### src/rtl/uart_frame_pkg.sv
// Shared definitions for the filament-sensor frame decoder: state encoding and
// the "SYNC" header bytes also used by the transmitter side.
package uart_frame_pkg;

  typedef enum logic [2:0] {
    HUNT,
    GOT_S,
    GOT_Y,
    GOT_N,
    LOCKED
  } dec_state_e;

  localparam logic [7:0] SYNC_S = 8'h53;
  localparam logic [7:0] SYNC_Y = 8'h59;
  localparam logic [7:0] SYNC_N = 8'h4E;
  localparam logic [7:0] SYNC_C = 8'h43;

  // A broken header may itself be the start of a fresh one.
  function automatic dec_state_e restart_state(input logic [7:0] b);
    return (b == SYNC_S) ? GOT_S : HUNT;
  endfunction

endpackage

### src/rtl/uart_rx_watchdog.sv
// Idle watchdog: counts clocks without a received byte while the decoder is
// out of HUNT and pulses expired_o on the TIMEOUT_CYCLES-th idle clock.
module uart_rx_watchdog #(
  parameter int unsigned TIMEOUT_CYCLES = 1_000_000
) (
  input  logic clk,
  input  logic rst_n,
  input  logic active_i,
  input  logic rx_valid_i,
  output logic expired_o
);

  localparam int unsigned CW = $clog2(TIMEOUT_CYCLES + 1);

  logic [CW-1:0] count_q;
  logic [CW-1:0] count_d;

  assign expired_o = active_i && !rx_valid_i && (count_q == CW'(TIMEOUT_CYCLES - 1));

  always_comb begin
    count_d = count_q + CW'(1);
    if (!active_i || rx_valid_i || expired_o) begin
      count_d = '0;
    end
  end

  always_ff @(posedge clk or negedge rst_n) begin
    if (!rst_n) begin
      count_q <= '0;
    end else begin
      count_q <= count_d;
    end
  end

endmodule

### src/rtl/uart_frame_decoder.sv
// Hunts for the "SYNC" header, then rebuilds a 12-bit sample from every byte.
// Optional idle watchdog enabled by defining UART_DEC_TIMEOUT_EN.
module uart_frame_decoder
  import uart_frame_pkg::*;
#(
  parameter int unsigned TIMEOUT_CYCLES = 1_000_000,
  parameter int unsigned CNT_W          = 16
) (
  input  logic             clk,
  input  logic             rst_n,
  input  logic [7:0]       rx_data,
  input  logic             rx_valid,
  input  logic             resync,
  output logic [11:0]      sample,
  output logic             sample_valid,
  output logic             locked,
  output logic             hdr_err,
  output logic [CNT_W-1:0] sample_count
);

  dec_state_e       state_q, state_d;
  logic [11:0]      sample_q, sample_d;
  logic             sample_valid_q, sample_valid_d;
  logic             hdr_err_q, hdr_err_d;
  logic [CNT_W-1:0] count_q, count_d;
  logic             expired;
  logic             take_byte;

`ifdef UART_DEC_TIMEOUT_EN
  uart_rx_watchdog #(
    .TIMEOUT_CYCLES(TIMEOUT_CYCLES)
  ) u_watchdog (
    .clk       (clk),
    .rst_n     (rst_n),
    .active_i  (state_q != HUNT),
    .rx_valid_i(rx_valid),
    .expired_o (expired)
  );
`else
  assign expired = 1'b0;
`endif

  // resync discards the byte presented in the same cycle
  assign take_byte = rx_valid && !resync;

  always_ff @(posedge clk or negedge rst_n) begin
    if (!rst_n) begin
      state_q <= HUNT;
    end else begin
      state_q <= state_d;
    end
  end

  always_comb begin
    state_d = state_q;
    if (resync || expired) begin
      state_d = HUNT;
    end else if (rx_valid) begin
      unique case (state_q)
        HUNT:    state_d = restart_state(rx_data);
        GOT_S:   state_d = (rx_data == SYNC_Y) ? GOT_Y  : restart_state(rx_data);
        GOT_Y:   state_d = (rx_data == SYNC_N) ? GOT_N  : restart_state(rx_data);
        GOT_N:   state_d = (rx_data == SYNC_C) ? LOCKED : restart_state(rx_data);
        LOCKED:  state_d = LOCKED;
        default: state_d = HUNT;
      endcase
    end
  end

  always_comb begin
    sample_d       = sample_q;
    sample_valid_d = 1'b0;
    hdr_err_d      = 1'b0;
    count_d        = count_q;
    if (take_byte) begin
      unique case (state_q)
        GOT_S:   hdr_err_d = (rx_data != SYNC_Y);
        GOT_Y:   hdr_err_d = (rx_data != SYNC_N);
        GOT_N: begin
          hdr_err_d = (rx_data != SYNC_C);
          if (rx_data == SYNC_C) begin
            count_d = '0;
          end
        end
        LOCKED: begin
          sample_d       = {rx_data, 4'h0};
          sample_valid_d = 1'b1;
          count_d        = count_q + CNT_W'(1);
        end
        default: ;
      endcase
    end
  end

  always_ff @(posedge clk or negedge rst_n) begin
    if (!rst_n) begin
      sample_q       <= '0;
      sample_valid_q <= 1'b0;
      hdr_err_q      <= 1'b0;
      count_q        <= '0;
    end else begin
      sample_q       <= sample_d;
      sample_valid_q <= sample_valid_d;
      hdr_err_q      <= hdr_err_d;
      count_q        <= count_d;
    end
  end

  assign sample       = sample_q;
  assign sample_valid = sample_valid_q;
  assign hdr_err      = hdr_err_q;
  assign sample_count = count_q;
  assign locked       = (state_q == LOCKED);

endmodule

### config.mk
export PLATFORM = sky130hd
export DESIGN_NAME = uart_frame_decoder
export DESIGN_NICKNAME = d
export VERILOG_FILES = /design/src/rtl/uart_frame_pkg.sv /design/src/rtl/uart_rx_watchdog.sv /design/src/rtl/uart_frame_decoder.sv
export SDC_FILE = /design/constraint.sdc
export NUM_CORES = 1
export LEC_CHECK = 0
export ABC_AREA = 1
export CORE_MARGIN = 3
export CORE_UTILIZATION = 44
export CTS_CLUSTER_SIZE = 10
export DETAILED_ROUTE_END_ITERATION = 7
export PLACE_DENSITY = 0.75
export SLEW_MARGIN = 10
export SYNTH_ARGS = -nofsm -noshare
export SYNTH_HDL_FRONTEND = slang
export SYNTH_SLANG_ARGS = --single-unit
### constraint.sdc
create_clock -name clk -period 1.4 [get_ports clk]
set_clock_uncertainty 0.15 [all_clocks]
set_input_delay 0.28 -clock clk [delete_from_list [all_inputs] [get_ports clk]]
set_output_delay 0.28 -clock clk [all_outputs]
set_load 0.005 [all_outputs]
==> impl_metrics.json, run 1 <==
{
  "path_class": "reg2reg",
  "core_area_mm2": 0.00374,
  "p_leak_uw": 0.00170,
  "ir_worst_vdd_mv": 0.829,
  "drive_gt1_share_pct": 49.1,
  "ios": 43,
  "ys_warn_count": 0,
  "violations": "setup timing",
  "place_congestion": 0.886,
  "utilization_pct": 89.9,
  "synth.top_cells.by_count": "nand2_1, nand3_1, dfrtp_1",
  "final_net_count": 383,
  "drt_iter0_markers": 294,
  "ys_types": 29,
  "antenna_cells": 0,
  "drtAntennaViolNets": 0,
  "cellPowerDensity_mw_per_mm2": 525,
  "finalHoldViolCount": 0,
  "cp_max_fo": 6,
  "clk_pin_slew_ns": 0.08,
  "dpl.hpwl_um": 3370,
  "timing.hold.ws_ns": 0.196,
  "critPathArrivalTime_ns": 1.74,
  "ctsHoldBuffers": 0,
  "synth_area_leader_cell": "dfrtp_1",
  "wl_per_cell_um": 19.8,
  "stdcell_count": 419,
  "setup.worst_path.start_class": "flip-flop",
  "grt_usage_pct": 26.3,
  "synth.avg_cell_area_um2": 7.16,
  "status": "complete, but fails checks",
  "wirelength_um": 8310,
  "cp.required_ns": 1.42,
  "final-max-slew-violation-count": 0,
  "max_freq_ghz": 0.581,
  "syn_inst": 245,
  "viasPerCell": 5.96,
  "rows": 22,
  "dr.pass1.iters": 5,
  "fin_crit_sh_pct": 123,
  "cts_tree": "done",
  "initial_utilization_pct": 46.9,
  "async_flop_share_pct": 100,
  "io_buffers": 38,
  "finalWorstSetupSlack_ns": -0.321,
  "htreeDepth": 2,
  "dieArea_mm2": 0.00478,
  "synth_edf_count": 0,
  "dr_total_vias": 2499,
  "grt_pass1_wl_um": 10200,
  "post-synth-top-count-cell": "nand2_1",
  "setup.worst_path.end_class": "flip-flop",
  "dp_cells": 366,
  "ys_ff_latch": 29,
  "ys_seq_area_share_pct": 41.4,
  "grt_pass1_vias": 2251,
  "netlist_area_mm2": 0.00175,
  "yosys.area.top_type_share_pct": 41.4,
  "hold_class": "in2async",
  "layout_min_cycle_time_ns": 1.72,
  "area_growth_pct": 91.8,
  "tns_ns": -6.46,
  "dieHeight_um": 69.1,
  "synth_area_leaders": "dfrtp_1, nand2_1, nand3_1",
  "setup_violations": 32,
  "clock_latency_ns": 0.30,
  "root_buffer": "clkbuf_8",
  "antenna_found_initial": 0,
  "grt_max_degree": 30,
  "die_x_um": 69.1,
  "drcViolationCount": 0,
  "synth_ff_type": "dfrtp_1",
  "fillers": 160,
  "cts_num_sinks": 29,
  "maxCapViolations": 0,
  "cts-buffers-inserted": 5,
  "rsz0062_at_grt": "yes",
  "grt_overflow": 0,
  "cts_buffer_depth": 2
}
sequential cells by signal, summed over array words and instances, names as in the netlist:
name and cells:
sample_count 16, sample_valid 1, sample 8, state_q 3, hdr_err 1
through the flow:
| stage | area, um2 | worst slack, ns | total power (uW) |
|---|---|---|---|
| global route | 3360 | -0.389 | 1810 |
| global placement | 2480 | -0.445 | 1000 |
| detailed placement | 2480 | -0.436 | 1000 |
| finish | 3360 | -0.321 | 1760 |
| CTS | 2990 | -0.135 | 1700 |
| floorplan | 1780 | -0.0560 | 903 |
layer usage:
layer  track usage, %  part of all wire, %  up-vias
met5                0                    0        -
met4             12.4                  7.9        0
met3             7.00                   10       72
met2             45.8                   48      219
met1             29.8                   34     1168
li1                 -                    -     1040
where the power goes:
part / internal [uW] / total (uW) / switching [uW]
clock: 343 / 727 / 384
sequential: 840 / 842 / 2.53
combinational: 92.2 / 195 / 103
critical path: stages, from the launching register on:
cell and delay, ns:
dfrtp_1 0.40, nor2_2 0.21, nand2_2 0.10, inv_2 0.08
buf_6 0.11, nand2_8 0.08, buf_12 0.14, buf_12 0.14
nand3_2 0.09, nand2_1 0.09
repair_timing:
action	in CTS	in global routing
endpoints found under the hold margin	0	0
buffers inserted	30	16
pin swaps	24	27
gates resized for setup	100	79
endpoints found under the setup margin	53	40
cloned	4	1
final cells by class:
type	instances	area (um2)	area share, %
multi-input combinational	180	1250	37.3
inverter	31	124	3.68
tap	48	60.1	1.79
sequential	29	726	21.6
clock inverter	3	17.5	0.521
timing repair buffer	123	1110	33.1
clock buffer	5	68.8	2.05
cell usage in the layout, fill, tap and decap left out, types with 2 or more instances in the layout:
cell	count
dfrtp_1	29
nand2_2	15
nand3b_1	2
nand2_1	52
nand2_4	7
o21bai_1	2
clkdlybuf4s15_1	6
buf_12	5
clkdlybuf4s50_1	3
nand3_2	8
inv_4	3
conb_1	4
nand3_1	20
o21ai_2	9
inv_1	20
buf_6	14
nand2_8	2
nor2_2	7
o21ai_1	10
a21oi_2	5
nor2_4	8
inv_2	8
clkinv_2	2
nand3_4	6
dlygate4sd2_1	26
nor2_1	9
clkbuf_8	5
nor3_4	2
o21ai_0	2
buf_4	65
logic make-up after synthesis:
group / Yosys count / share of synthesized area, %
DFF: 29 / 41.4
buffers and inverters: 40 / 10.6
and+or+nand+nor: 141 / 36.5
other: 1 / 0.214
adders and majority gates: 1 / 0.713
xor gates and xnor gates: 1 / 0.499
AOI/OAI and AO/OA: 32 / 10.1
final timing paths:
kind                                    end  startpoint  cells after the start  slack, ns
max                        sample_count[13]  state_q[0]                      9      -0.32
min                         sample_count[3]       rst_n                      2       0.20
max reg2reg                sample_count[13]  state_q[0]                      9      -0.32
min reg2reg                      sample[10]  sample[10]                      2       0.36
max in group asynchronous         sample[5]       rst_n                      2       0.73
min in group clk                 sample[11]  rx_data[7]                      3       0.24
(Power assumes the default switching activity.)
==> run 2, diff against run 1 <==
Settings changed: CORE_UTILIZATION 44 to 24, PLACE_DENSITY 0.75 to 0.46.
==> run 2 against run 1 <==
Effect of this change:
- the flow still finishes with violations (setup timing)
- maximum frequency up 14%
- sequential share of layout area about the same
- sequential power about the same
- global-route usage down 12 points
- wire length down 29%
- largest cell class unchanged
- final area down 0.15%
- utilization down 41 points
- power down 1.8%
==> impl_metrics.json, run 2 (synthesis results as in run 1) <==
{
  "core_area_mm2": 0.00694,
  "drtAntennaViolNets": 0,
  "cts-buffers-inserted": 5,
  "dr_total_vias": 2062,
  "layout_min_cycle_time_ns": 1.51,
  "clk_pin_slew_ns": 0.07,
  "final_net_count": 379,
  "grt_usage_pct": 14.3,
  "area_growth_pct": 91.5,
  "path_class": "reg2reg",
  "setup_violations": 19,
  "ios": 43,
  "power.switching_uw": 426,
  "place_congestion": 0.829,
  "cp_max_fo": 3,
  "p_int_uw": 1310,
  "violations": "setup timing",
  "critPathArrivalTime_ns": 1.54,
  "regToRegEndpoint": "sample_count[14]",
  "setup.worst_path.start_class": "flip-flop",
  "maxUsedRoutingLayer": "met4",
  "rrSetupSlack_ns": -0.11,
  "wl_met2_um": 2990,
  "wirelength_um": 5900,
  "r2r_cells": 9,
  "rows": 30,
  "final-max-slew-violation-count": 0,
  "fin_crit_sh_pct": 108,
  "worstReg2RegStart": "sample_count[0]",
  "cp_common_cell": "nand2_1",
  "status": "complete, but fails checks",
  "pwr-share-comb_pct": 9.6,
  "p_leak_uw": 0.00165,
  "max_freq_ghz": 0.663,
  "ir_worst_vdd_mv": 0.335,
  "htreeDepth": 2,
  "grt_pass1_wl_um": 9720,
  "cts_num_sinks": 29,
  "drt_iter0_markers": 63,
  "initial_utilization_pct": 25.3,
  "power_frac_seq_pct": 48.6,
  "mostFrequentLayoutCell": "buf_4",
  "pwr-share-clk_pct": 41.8,
  "path_cells": "buf_6, ha_4, nand3_4, nor2_4, nand3_2, nor2_2, nand2_1, nand2_1, nand2_1",
  "cellPowerDensity_mw_per_mm2": 516,
  "finalWorstSetupSlack_ns": -0.108,
  "rsz0062_at_grt": "yes",
  "wl_per_cell_um": 12.8,
  "mostFrequentLayoutCells": "buf_4, nand2_1, dfrtp_1",
  "swShare_pct": 24.6,
  "viasPerCell": 4.46,
  "die_x_um": 91.5,
  "clock_latency_ns": 0.28,
  "dpl.hpwl_um": 3760,
  "grt_pass1_vias": 2081,
  "antenna_found_initial": 0,
  "dieArea_mm2": 0.00837,
  "critical-path-max-stage-delay_ns": 0.38,
  "drcViolationCount": 0,
  "grt_overflow": 0,
  "finalHoldViolCount": 0,
  "cp.required_ns": 1.43,
  "antenna_cells": 0,
  "cpMaxStageDelayCell": "dfrtp_1",
  "largest_reg_flops": 16,
  "setup.worst_path.end_class": "flip-flop",
  "dr.pass1.iters": 4,
  "ctsHoldBuffers": 0,
  "met3_length_um": 271,
  "grt_max_degree": 30,
  "postPlaceCellArea_mm2": 0.00257,
  "hold_class": "in2async",
  "cts_tree": "done",
  "fin_total_pwr_uw": 1730,
  "fin_area_mm2": 0.00336,
  "met1_length_um": 2600,
  "cts_buffer_depth": 2,
  "dieHeight_um": 91.5,
  "root_buffer": "clkbuf_8",
  "drive_gt1_share_pct": 50.0,
  "io_buffers": 38,
  "maxCapViolations": 0
}
## run 2: cell count changes in the layout (fill, tap and decap cells not counted), sizes merged
cell and delta:
clkbuf +2, clkinvlp -1, clkinv -2, buf -2, dlygate4sd2 -2
## run 2: how the worst max path moves through the flow
stage,start,endpoint,slack (ns),depth (start not counted)
floorplan,sample_count[0],sample_count[14],-0.06,8
global placement,rx_data[6],sample_count[0],-0.47,6
detailed placement,rx_data[6],sample_count[0],-0.49,6
CTS,state_q[0],locked,-0.20,4
global route,sample_count[1],sample_count[14],-0.19,9
finish,sample_count[0],sample_count[14],-0.11,9
## run 2: timing repair
item / in CTS / in global routing
pin swaps: 17 / 32
gates cloned: 3 / 0
gates resized for setup: 125 / 73
endpoints found under the hold margin: 0 / 0
setup buffers: 25 / 16
endpoints found under the setup margin: 55 / 38
## run 2: power groups by stage
stage               Clock, uW  Combinational, uW  Sequential (uW)
finish                    724                167              842
global route              775                184              842
CTS                       735                158              842
detailed placement          0                142              858
global placement            0                142              858
floorplan                   0               44.0              859
## run 2: worst max-delay path, delay by kind of cell (launching register included)
kind	cells	cell delay, ns
AND/OR/NAND/NOR	7	0.63
flip-flops	1	0.38
adder cells (fa/ha/maj)	1	0.13
buffers and inverters	1	0.11
## run 2: cell type report
class	instances	area, um2
tap	96	120
timing repair buffer	119	1060
sequential	29	726
inverter	31	121
multi-input combinational	180	1240
fill	708	3580
clock buffer	7	86.3
## run 2: per-layer routing
metal,vias to the layer above,track usage [%]
met3,4,3.07
li1,1027,-
met2,46,25.1
met1,985,17.7
met5,-,0
met4,0,3.52
## run 2: per-stage QoR
step           hold WS [ns]  util, %  setup WS, ns  cells  TNS [ns]
2_1_floorplan        -0.166        -       -0.0560    248   -0.0849
3_3_place_gp          0.313     37.0        -0.465    420    -11.41
3_5_place_dp          0.319     37.0        -0.491    420    -11.49
4_1_cts               0.216     44.6        -0.201    454     -2.56
5_1_grt               0.227     48.4        -0.195    462     -3.04
6_report              0.207     48.4        -0.108    462    -0.994
==> run 3, diff against run 2 <==
Settings changed: CORE_UTILIZATION 24 to 40, PLACE_DENSITY 0.46 to 0.67.
Clock period 1.4 ns to 1.65 ns, I/O delays scaled along.
==> run 3 against run 2 <==
Effect of this change:
- the flow now finishes without violations
- combinational power fell by 27%
- global-route usage up 4.5 points
- critical path depth is 8 lower
- wire length decreased by 23%
- critical path type is now reg2out
- worst setup slack better by 0.14 ns
- power shrank 9.5%
- sequential cell count did not move
- sequential power shrank 15%
- non-clock buffer count fell by 32
==> impl_metrics.json, run 3 (synthesis results as in run 1) <==
{
  "status": "finished, final reports clean",
  "htreeDepth": 2,
  "io_buffers": 38,
  "setup.worst_path.start_class": "flip-flop",
  "timing.hold.ws_ns": 0.241,
  "path_cells": "clkdlybuf4s50_1",
  "cp_max_fo": 2,
  "critical-path-max-stage-delay_ns": 0.50,
  "wl_per_cell_um": 11.8,
  "cp-startpoint": "sample_count[8]",
  "mostFrequentLayoutCell": "nand2_1",
  "ir_worst_vdd_mv": 0.479,
  "cellPowerDensity_mw_per_mm2": 578,
  "grt_pass1_wl_um": 7570,
  "dieHeight_um": 72.2,
  "path_buf_inv": 1,
  "critPathArrivalTime_ns": 1.14,
  "fin_crit_sh_pct": 98.0,
  "dieArea_mm2": 0.00522,
  "ios": 43,
  "finalWorstSetupSlack_ns": 0.0327,
  "cpMaxStageDelayCell": "clkdlybuf4s50_1",
  "finalHoldViolCount": 0,
  "r2r_cells": 9,
  "place_congestion": 0.817,
  "wirelength_um": 4510,
  "grt_max_degree": 30,
  "grt_util_met1_pct": 23.0,
  "rrSetupSlack_ns": 0.09,
  "dr_total_vias": 1830,
  "viasPerCell": 4.78,
  "p_leak_uw": 0.00150,
  "place_ws_ns": -0.264,
  "largest_reg_flops": 16,
  "setup.worst_path.end_class": "primary output",
  "cp_top_family": "buffers and inverters",
  "mostFrequentLayoutCells": "nand2_1, buf_4, nand3_1",
  "hold_class": "in2async",
  "grt_pass1_vias": 1716,
  "drtAntennaViolNets": 0,
  "setup_violations": 0,
  "antenna_cells": 0,
  "cts_buffer_depth": 2,
  "tns_ns": 0,
  "worstReg2RegStart": "sample_count[2]",
  "grt_overflow": 0,
  "rows": 23,
  "antenna_found_initial": 0,
  "initial_utilization_pct": 42.6,
  "dp_cells": 355,
  "regToRegEndpoint": "sample_count[5]",
  "use_met3_pct": 4.85,
  "cts_tree": "done",
  "grt_use_met2_pct": 31.5,
  "maxCapViolations": 0,
  "layout_min_cycle_time_ns": 1.62,
  "ctsHoldBuffers": 0,
  "grt_usage_pct": 18.8,
  "utilization_pct": 65.9,
  "dpl.hpwl_um": 3210,
  "cts_num_sinks": 29,
  "core_area_mm2": 0.00412,
  "stdcell_count": 383,
  "top_usage_layer": "met2",
  "path_class": "reg2out",
  "drive_gt1_share_pct": 24.9,
  "drt_iter0_markers": 99,
  "cp.depth": 1,
  "dr.pass1.iters": 4,
  "worstSetupEndpoint": "sample_count[8]",
  "die_x_um": 72.2,
  "root_buffer": "clkbuf_8",
  "area_growth_pct": 54.7,
  "cp.required_ns": 1.17,
  "clk_pin_slew_ns": 0.07,
  "final_net_count": 346,
  "final-max-slew-violation-count": 0,
  "drcViolationCount": 0,
  "cts-buffers-inserted": 5,
  "clock_latency_ns": 0.30,
  "max_freq_ghz": 0.618
}
==> run 3: cell types whose count changed in the layout (fill, tap and decap cells not counted), moves of 6 or more <==
cell | before | now
buf_4 | 59 | 47
nor2_1 | 8 | 17
nand2_2 | 22 | 4
o21ai_0 | 2 | 14
clkdlybuf4s15_1 | 6 | 0
o21ai_2 | 7 | 0
buf_6 | 20 | 0
dlygate4sd2_1 | 24 | 7
nand2_1 | 47 | 71
clkdlybuf4s50_1 | 3 | 19
dlymetal6s2s_1 | 0 | 11
nor2_4 | 9 | 3
nand3_1 | 17 | 31
nand3_2 | 14 | 2
==> run 3: layout make-up <==
cell class                      instances  area (um2)
Sequential cell                        29         727
Fill cell                             371        1400
Clock buffer                            5        68.8
Tap cell                               50        62.6
Multi-Input combinational cell        179         917
Timing Repair Buffer                   87         787
Inverter                               31         116
Clock inverter                          2        35.0
==> run 3: metal layers <==
metal | vias to the layer above | routed length (um)
met4 | 0 | 61
li1 | 952 | -
met1 | 826 | 1950
met3 | 6 | 244
met5 | - | 0
met2 | 46 | 2260
==> run 3: power breakdown <==
| part | switching [uW] | total [uW] | internal, uW |
|---|---|---|---|
| registers | 1.47 | 714 | 713 |
| logic | 58.0 | 122 | 64.0 |
| clock network | 293 | 732 | 438 |
==> run 3: timing repair <==
action                                  CTS  global route
pin swaps                                 1             4
gates resized for setup                  12            28
buffers inserted                         15             6
gates cloned                              0             0
endpoints found under the hold margin     0             0
endpoints found under the setup margin   18            33
==> run 3: how the worst min path moves through the flow <==
| stage | startpoint | end | depth (start not counted) |
|---|---|---|---|
| after floorplan | rst_n | hdr_err | 0 |
| after global placement | sample[10] | sample[10] | 2 |
| after detailed placement | sample[10] | sample[10] | 2 |
| after CTS | rst_n | sample_count[4] | 2 |
| after global routing | rst_n | sample_count[1] | 2 |
| final | rst_n | sample_count[7] | 2 |
==> run 3: metrics by stage <==
stage	power, uW	cell area [um2]
finish	1570	2710
CTS	1570	2590
detailed placement	848	2370
global placement	847	2370
floorplan	766	1770
global route	1620	2710
